==> src/rtl/note_scheduler_pkg.sv <==
// note_sched_pkg: shared types and constants for the note scheduler.
// Rev 1.0
`default_nettype none

package note_sched_pkg;

  localparam int ADDR_W_DEFAULT  = 10;
  localparam int DUR_W_DEFAULT   = 6;
  localparam int PITCH_W_DEFAULT = 24;

  // A song entry whose duration field equals this value terminates the song.
  localparam int END_MARKER = 0;

  // Song entries are packed {duration, pitch}, with pitch in the low bits.
  localparam int PITCH_LSB = 0;

  function automatic int dur_lsb(input int pitch_w);
    return PITCH_LSB + pitch_w;
  endfunction

  typedef enum logic [2:0] {
    IDLE  = 3'd0,
    FETCH = 3'd1,
    LOAD  = 3'd2,
    PLAY  = 3'd3,
    GAP   = 3'd4,
    END   = 3'd5
  } state_t;

endpackage

`default_nettype wire

==> src/rtl/note_scheduler_counter.sv <==
// beat_down_counter: loadable beat down-counter with a count==1 flag.
// Rev 1.0
`default_nettype none

module beat_down_counter #(
  parameter int W = 6
) (
  input  logic         clk,
  input  logic         reset,
  input  logic         i_clr,
  input  logic         i_load,
  input  logic         i_dec,
  input  logic [W-1:0] i_load_val,
  output logic         o_one
);

  logic [W-1:0] r_cnt;

  always_ff @(posedge clk or negedge reset) begin
    if (!reset) begin
      r_cnt <= '0;
    end else if (i_clr) begin
      r_cnt <= '0;
    end else if (i_load) begin
      r_cnt <= i_load_val;
    end else if (i_dec && (r_cnt != '0)) begin
      r_cnt <= r_cnt - W'(1);
    end
  end

  assign o_one = (r_cnt == W'(1));

endmodule

`default_nettype wire

==> src/rtl/note_scheduler.sv <==
// note_scheduler: walks a song ROM and sequences notes to tone/dynamics blocks.
// Macro NOTE_SCHED_GAP_EN inserts a one-beat silent GAP between notes. Rev 1.0
`default_nettype none

module note_scheduler
  import note_sched_pkg::*;
#(
  parameter int ADDR_W  = ADDR_W_DEFAULT,
  parameter int DUR_W   = DUR_W_DEFAULT,
  parameter int PITCH_W = PITCH_W_DEFAULT
) (
  input  logic                     clk,
  input  logic                     reset,
  input  logic                     play,
  input  logic                     rewind,
  input  logic                     beat,
  output logic [ADDR_W-1:0]        rom_addr,
  input  logic [DUR_W+PITCH_W-1:0] rom_data,
  output logic [PITCH_W-1:0]       note_pitch,
  output logic [DUR_W-1:0]         note_duration,
  output logic                     note_start,
  output logic                     done_with_note,
  output logic                     tone_en,
  output logic                     song_done
);

  localparam int DUR_LSB = dur_lsb(PITCH_W);

  state_t              r_state;
  logic [ADDR_W-1:0]   r_addr;
  logic [PITCH_W-1:0]  r_pitch;
  logic [DUR_W-1:0]    r_dur;
  logic                r_start;
  logic                r_done;
  logic                r_tone;
  logic                r_song_done;

  state_t              w_state_nxt;
  logic [ADDR_W-1:0]   w_addr_nxt;
  logic [PITCH_W-1:0]  w_pitch_nxt;
  logic [DUR_W-1:0]    w_dur_nxt;
  logic                w_start_nxt;
  logic                w_done_nxt;
  logic                w_tone_nxt;
  logic                w_song_done_nxt;
  logic                w_cnt_load;
  logic                w_cnt_dec;
  logic                w_cnt_one;
  logic                w_beat_counted;
  logic [DUR_W-1:0]    w_rom_dur;
  logic [PITCH_W-1:0]  w_rom_pitch;

  assign w_rom_dur   = rom_data[DUR_LSB +: DUR_W];
  assign w_rom_pitch = rom_data[PITCH_LSB +: PITCH_W];

  // The first PLAY cycle (note_start high) never consumes a beat.
  assign w_beat_counted = (r_state == PLAY) && play && beat && !r_start;

  beat_down_counter #(
    .W (DUR_W)
  ) u_beat_cnt (
    .clk        (clk),
    .reset      (reset),
    .i_clr      (rewind),
    .i_load     (w_cnt_load),
    .i_dec      (w_cnt_dec),
    .i_load_val (w_rom_dur),
    .o_one      (w_cnt_one)
  );

  always_ff @(posedge clk or negedge reset) begin
    if (!reset) begin
      r_state     <= IDLE;
      r_addr      <= '0;
      r_pitch     <= '0;
      r_dur       <= '0;
      r_start     <= 1'b0;
      r_done      <= 1'b0;
      r_tone      <= 1'b0;
      r_song_done <= 1'b0;
    end else begin
      r_state     <= w_state_nxt;
      r_addr      <= w_addr_nxt;
      r_pitch     <= w_pitch_nxt;
      r_dur       <= w_dur_nxt;
      r_start     <= w_start_nxt;
      r_done      <= w_done_nxt;
      r_tone      <= w_tone_nxt;
      r_song_done <= w_song_done_nxt;
    end
  end

  always_comb begin
    w_state_nxt     = r_state;
    w_addr_nxt      = r_addr;
    w_pitch_nxt     = r_pitch;
    w_dur_nxt       = r_dur;
    w_start_nxt     = 1'b0;
    w_done_nxt      = 1'b0;
    w_tone_nxt      = r_tone;
    w_song_done_nxt = r_song_done;
    w_cnt_load      = 1'b0;
    w_cnt_dec       = 1'b0;

    if (rewind) begin
      w_state_nxt     = IDLE;
      w_addr_nxt      = '0;
      w_pitch_nxt     = '0;
      w_dur_nxt       = '0;
      w_tone_nxt      = 1'b0;
      w_song_done_nxt = 1'b0;
    end else begin
      case (r_state)
        IDLE: begin
          w_tone_nxt = 1'b0;
          if (play) begin
            w_state_nxt = FETCH;
          end
        end
        FETCH: begin
          w_state_nxt = LOAD;
        end
        LOAD: begin
          if (w_rom_dur == DUR_W'(END_MARKER)) begin
            w_state_nxt     = END;
            w_song_done_nxt = 1'b1;
            w_tone_nxt      = 1'b0;
          end else begin
            w_state_nxt = PLAY;
            w_pitch_nxt = w_rom_pitch;
            w_dur_nxt   = w_rom_dur;
            w_cnt_load  = 1'b1;
            w_start_nxt = 1'b1;
            w_tone_nxt  = 1'b1;
          end
        end
        PLAY: begin
          w_tone_nxt = play;
          if (w_beat_counted) begin
            w_cnt_dec = 1'b1;
            if (w_cnt_one) begin
              w_done_nxt = 1'b1;
              w_addr_nxt = r_addr + ADDR_W'(1);
`ifdef NOTE_SCHED_GAP_EN
              w_state_nxt = GAP;
              w_tone_nxt  = 1'b0;
`else
              w_state_nxt = FETCH;
              w_tone_nxt  = 1'b1;
`endif
            end
          end
        end
`ifdef NOTE_SCHED_GAP_EN
        GAP: begin
          w_tone_nxt = 1'b0;
          if (play && beat) begin
            w_state_nxt = FETCH;
          end
        end
`endif
        END: begin
          w_tone_nxt      = 1'b0;
          w_song_done_nxt = 1'b1;
        end
        default: begin
          w_state_nxt = IDLE;
          w_tone_nxt  = 1'b0;
        end
      endcase
    end
  end

  assign rom_addr       = r_addr;
  assign note_pitch     = r_pitch;
  assign note_duration  = r_dur;
  assign note_start     = r_start;
  assign done_with_note = r_done;
  assign tone_en        = r_tone;
  assign song_done      = r_song_done;

endmodule

`default_nettype wire

==> config.mk <==
export PLATFORM = sky130hd
export DESIGN_NAME = note_scheduler
export DESIGN_NICKNAME = d
export VERILOG_FILES = /design/src/rtl/note_scheduler_pkg.sv /design/src/rtl/note_scheduler_counter.sv /design/src/rtl/note_scheduler.sv
export SDC_FILE = /design/constraint.sdc
export NUM_CORES = 1
export LEC_CHECK = 0
export CORE_UTILIZATION = 45
export CTS_CLUSTER_DIAMETER = 120
export DETAILED_ROUTE_END_ITERATION = 10
export DONT_BUFFER_PORTS = 1
export GPL_TIMING_DRIVEN = 1
export PLACE_DENSITY = 0.58
export SLEW_MARGIN = 20
export SYNTH_ARGS = -nofsm -noshare
export SYNTH_HDL_FRONTEND = slang
export SYNTH_SLANG_ARGS = --single-unit
==> constraint.sdc <==
create_clock -name clk -period 1.95 [get_ports clk]
set_clock_uncertainty 0.05 [all_clocks]
set_input_delay 0.39 -clock clk [delete_from_list [all_inputs] [get_ports clk]]
set_output_delay 0.39 -clock clk [all_outputs]
set_load 0.01 [all_outputs]
==> flow_summary.json <==
{
  "antenna_found_initial": 0,
  "cts_inserted_buffers": 5,
  "syn_area_per_cell_um2": 11.74,
  "max-vdd-ir-drop_uv": 409.9,
  "row_count": 26,
  "port_buffers": 0,
  "yosysMostFrequentCell": "dfrtp_1",
  "slowest_delay_ns": 0.45,
  "synth_mux_area_share_pct": 1.319,
  "yosysTopAreaCellShare_pct": 55.91,
  "grt_pass1_wl_um": 8197,
  "synthCells": 202,
  "synth-compound-area-share_pct": 22.42,
  "powerDensity_nw_per_um2": 779.2,
  "cp-end-kind": "register",
  "timing.hold.ws_ns": 0.08541,
  "cts_sinks": 53,
  "hold_viol": 0,
  "cts_tree": "yes",
  "yosys.cell_types.count": 47,
  "drc": 0,
  "post-route-util_pct": 52.89,
  "crit_fanout": 8,
  "avgRoutedWirePerCell_um": 18.41,
  "placed_area_um2": 2504,
  "gp_congestion": 0.8152,
  "netlist_top_cells_area": "dfrtp_1, a22o_1, a21oi_1",
  "worstHoldPathType": "input port to register",
  "ys_seq_area_share_pct": 55.91,
  "post-route-period-util_pct": 96.60,
  "ys_seq_elements": 53,
  "total_power_mw": 2.105,
  "synth_top_family_by_area": "compound AO/OA/AOI/OAI gates",
  "grt_max_degree": 54,
  "status": "complete, no violations",
  "grt_pass1_vias": 1741,
  "start_util_pct": 46.45,
  "dp.cells": 272,
  "synth_xor_area_share_pct": 0.7384,
  "power.leakage_nw": 1.197,
  "synth_area_um2": 2372,
  "post-synth-top-area-cell": "dfrtp_1",
  "synthTopCellsByCount": "dfrtp_1, a22o_1, a21oi_1, inv_1, nor2_1",
  "clk_latency_ns": 0.31,
  "cts_max_path_buffers": 2,
  "final.min_clock_period_ns": 1.884,
  "final_layout_size_suffix_gt1_share_pct": 16.82,
  "syn-num-nets": 241,
  "synth_edf_count": 0,
  "ys_warn_count": 0,
  "root_buffer": "clkbuf_8",
  "die-width_um": 74.61,
  "fp.dieH_um": 74.61,
  "stdcell_count": 284,
  "routed_wl_um": 5229,
  "drv_cap": 0,
  "detail-route-antenna-nets": 0,
  "worstPathArrival_ns": 2.06,
  "cpMaxStageDelayCell": "dfrtp_1",
  "synthArstFlopShare_pct": 100.0,
  "cp-start-kind": "register",
  "antenna_cells": 0,
  "slew_violations": 0,
  "gr-total-overflow": 0,
  "area_delta_synth_final_pct": 13.87,
  "grt_usage_pct": 19.84,
  "core_um2": 5107,
  "ys_dominant_reg_cell": "dfrtp_1",
  "setup_viol": 0,
  "crit_required_ns": 2.12,
  "worst_path_dominant_cell_family": "compound AO/OA/AOI/OAI gates",
  "path_class": "register to register",
  "tightest_slew_ns": 0.4438,
  "fin_tns_setup_ns": 0,
  "nets": 252,
  "synthAdderAreaFrac_pct": 2.110,
  "dpl.hpwl_um": 3546,
  "yosys.area_share.simple_pct": 13.08,
  "h-tree-depth": 2,
  "io-pin-count": 79,
  "maxSlewHeadroom_pct": 70.34,
  "dp_slack_ns": -0.009472,
  "clk_pin_slew_ns": 0.10,
  "via_count": 1743,
  "drt_iter0_markers": 85,
  "crit_buf_inv": 0,
  "setup_slack_ns": 0.06630,
  "max_freq_ghz": 0.5309,
  "dieArea_um2": 5566,
  "vias_per_cell": 6.137,
  "first_pass_iters": 4,
  "crit_chain": "or3_1, o311a_4, a311o_1, o22ai_1",
  "fillCellCount": 455,
  "stdcell_area_um2": 2701
}
cell families after synthesis:
logic type      after synthesis
mux                           3
fa+ha+maj                     4
flops                        53
compound gates               68
xor+xnor                      2
buf+inv                      22
simple gates                 50
power breakdown:
part / switching [mW] / internal [mW] / total (mW) / leakage, nW
sequential: 0.0601 / 1.15 / 1.21 / 0.727
clock: 0.364 / 0.295 / 0.659 / 0.0518
combinational: 0.124 / 0.116 / 0.240 / 0.418
state kept, by name (all words and copies together) (netlist names):
signal / cells
note_pitch: 24
rom_addr: 10
note_duration: 6
u_beat_cnt.r_cnt: 6
r_state: 3
done_with_note: 1
note_start: 1
song_done: 1
tone_en: 1
timing repair:
item / 4_1_cts / 5_1_grt
pin swaps: 0 / 0
setup buffers: 0 / 2
hold endpoints to repair: 53 / 0
hold buffers: 2 / 0
resized for setup: 1 / 7
endpoints found under the setup margin: 1 / 36
worst paths after layout:
check	startpoint	to	slack, ns	cells past startpoint
max	u_beat_cnt.r_cnt[4]	u_beat_cnt.r_cnt[3]	0.07	4
min	rewind	rom_addr[7]	0.09	1
max reg2reg	u_beat_cnt.r_cnt[4]	u_beat_cnt.r_cnt[3]	0.07	4
min reg2reg	r_state[2]	tone_en	0.52	1
max in group asynchronous	reset	u_beat_cnt.r_cnt[0]	1.07	2
min in group asynchronous	reset	rom_addr[9]	0.54	2
worst reg2reg max path: stages (launching register included):
cell and delay [ns]:
dfrtp_1 0.45, or3_1 0.41, o311a_4 0.36, a311o_1 0.37, o22ai_1 0.17
cells in the final DEF (no fill, tap or decap), drive strengths merged, types with 2 or more instances in the layout:
master   n
ha       4
nand3    2
o21bai   2
or3      7
a211oi   3
a22o    30
nor2b    3
a21oi   11
mux2i    2
inv     12
nor3     2
nand2    5
nor2    11
o21ai    6
nand4    6
nor4     2
or4      2
o22ai    2
buf     14
and4b    2
dfrtp   53
nor4bb   2
o31ai    3
a32oi    3
clkbuf   6
a211o    2
layer usage:
metal  vias to the layer above  part of all wire (%)  GRT usage [%]
met5                         -                     0              0
met4                         0                   1.9          8.595
met3                        10                   6.2          6.640
met2                        80                    51          31.23
met1                       862                    41          24.98
li1                        791                     -              -
area by class of cell:
class | count | area [um^2] | share of cell area [%]
flip-flops and latches | 53 | 1328 | 49.14
multi-input cells | 127 | 984.7 | 36.45
repair buffers | 15 | 160.2 | 5.929
well taps | 70 | 87.58 | 3.242
clock buffers | 6 | 82.58 | 3.057
inverters | 11 | 41.29 | 1.528
clock inverters | 2 | 17.52 | 0.6484
Note: power is estimated with default switching activity, not from simulation.
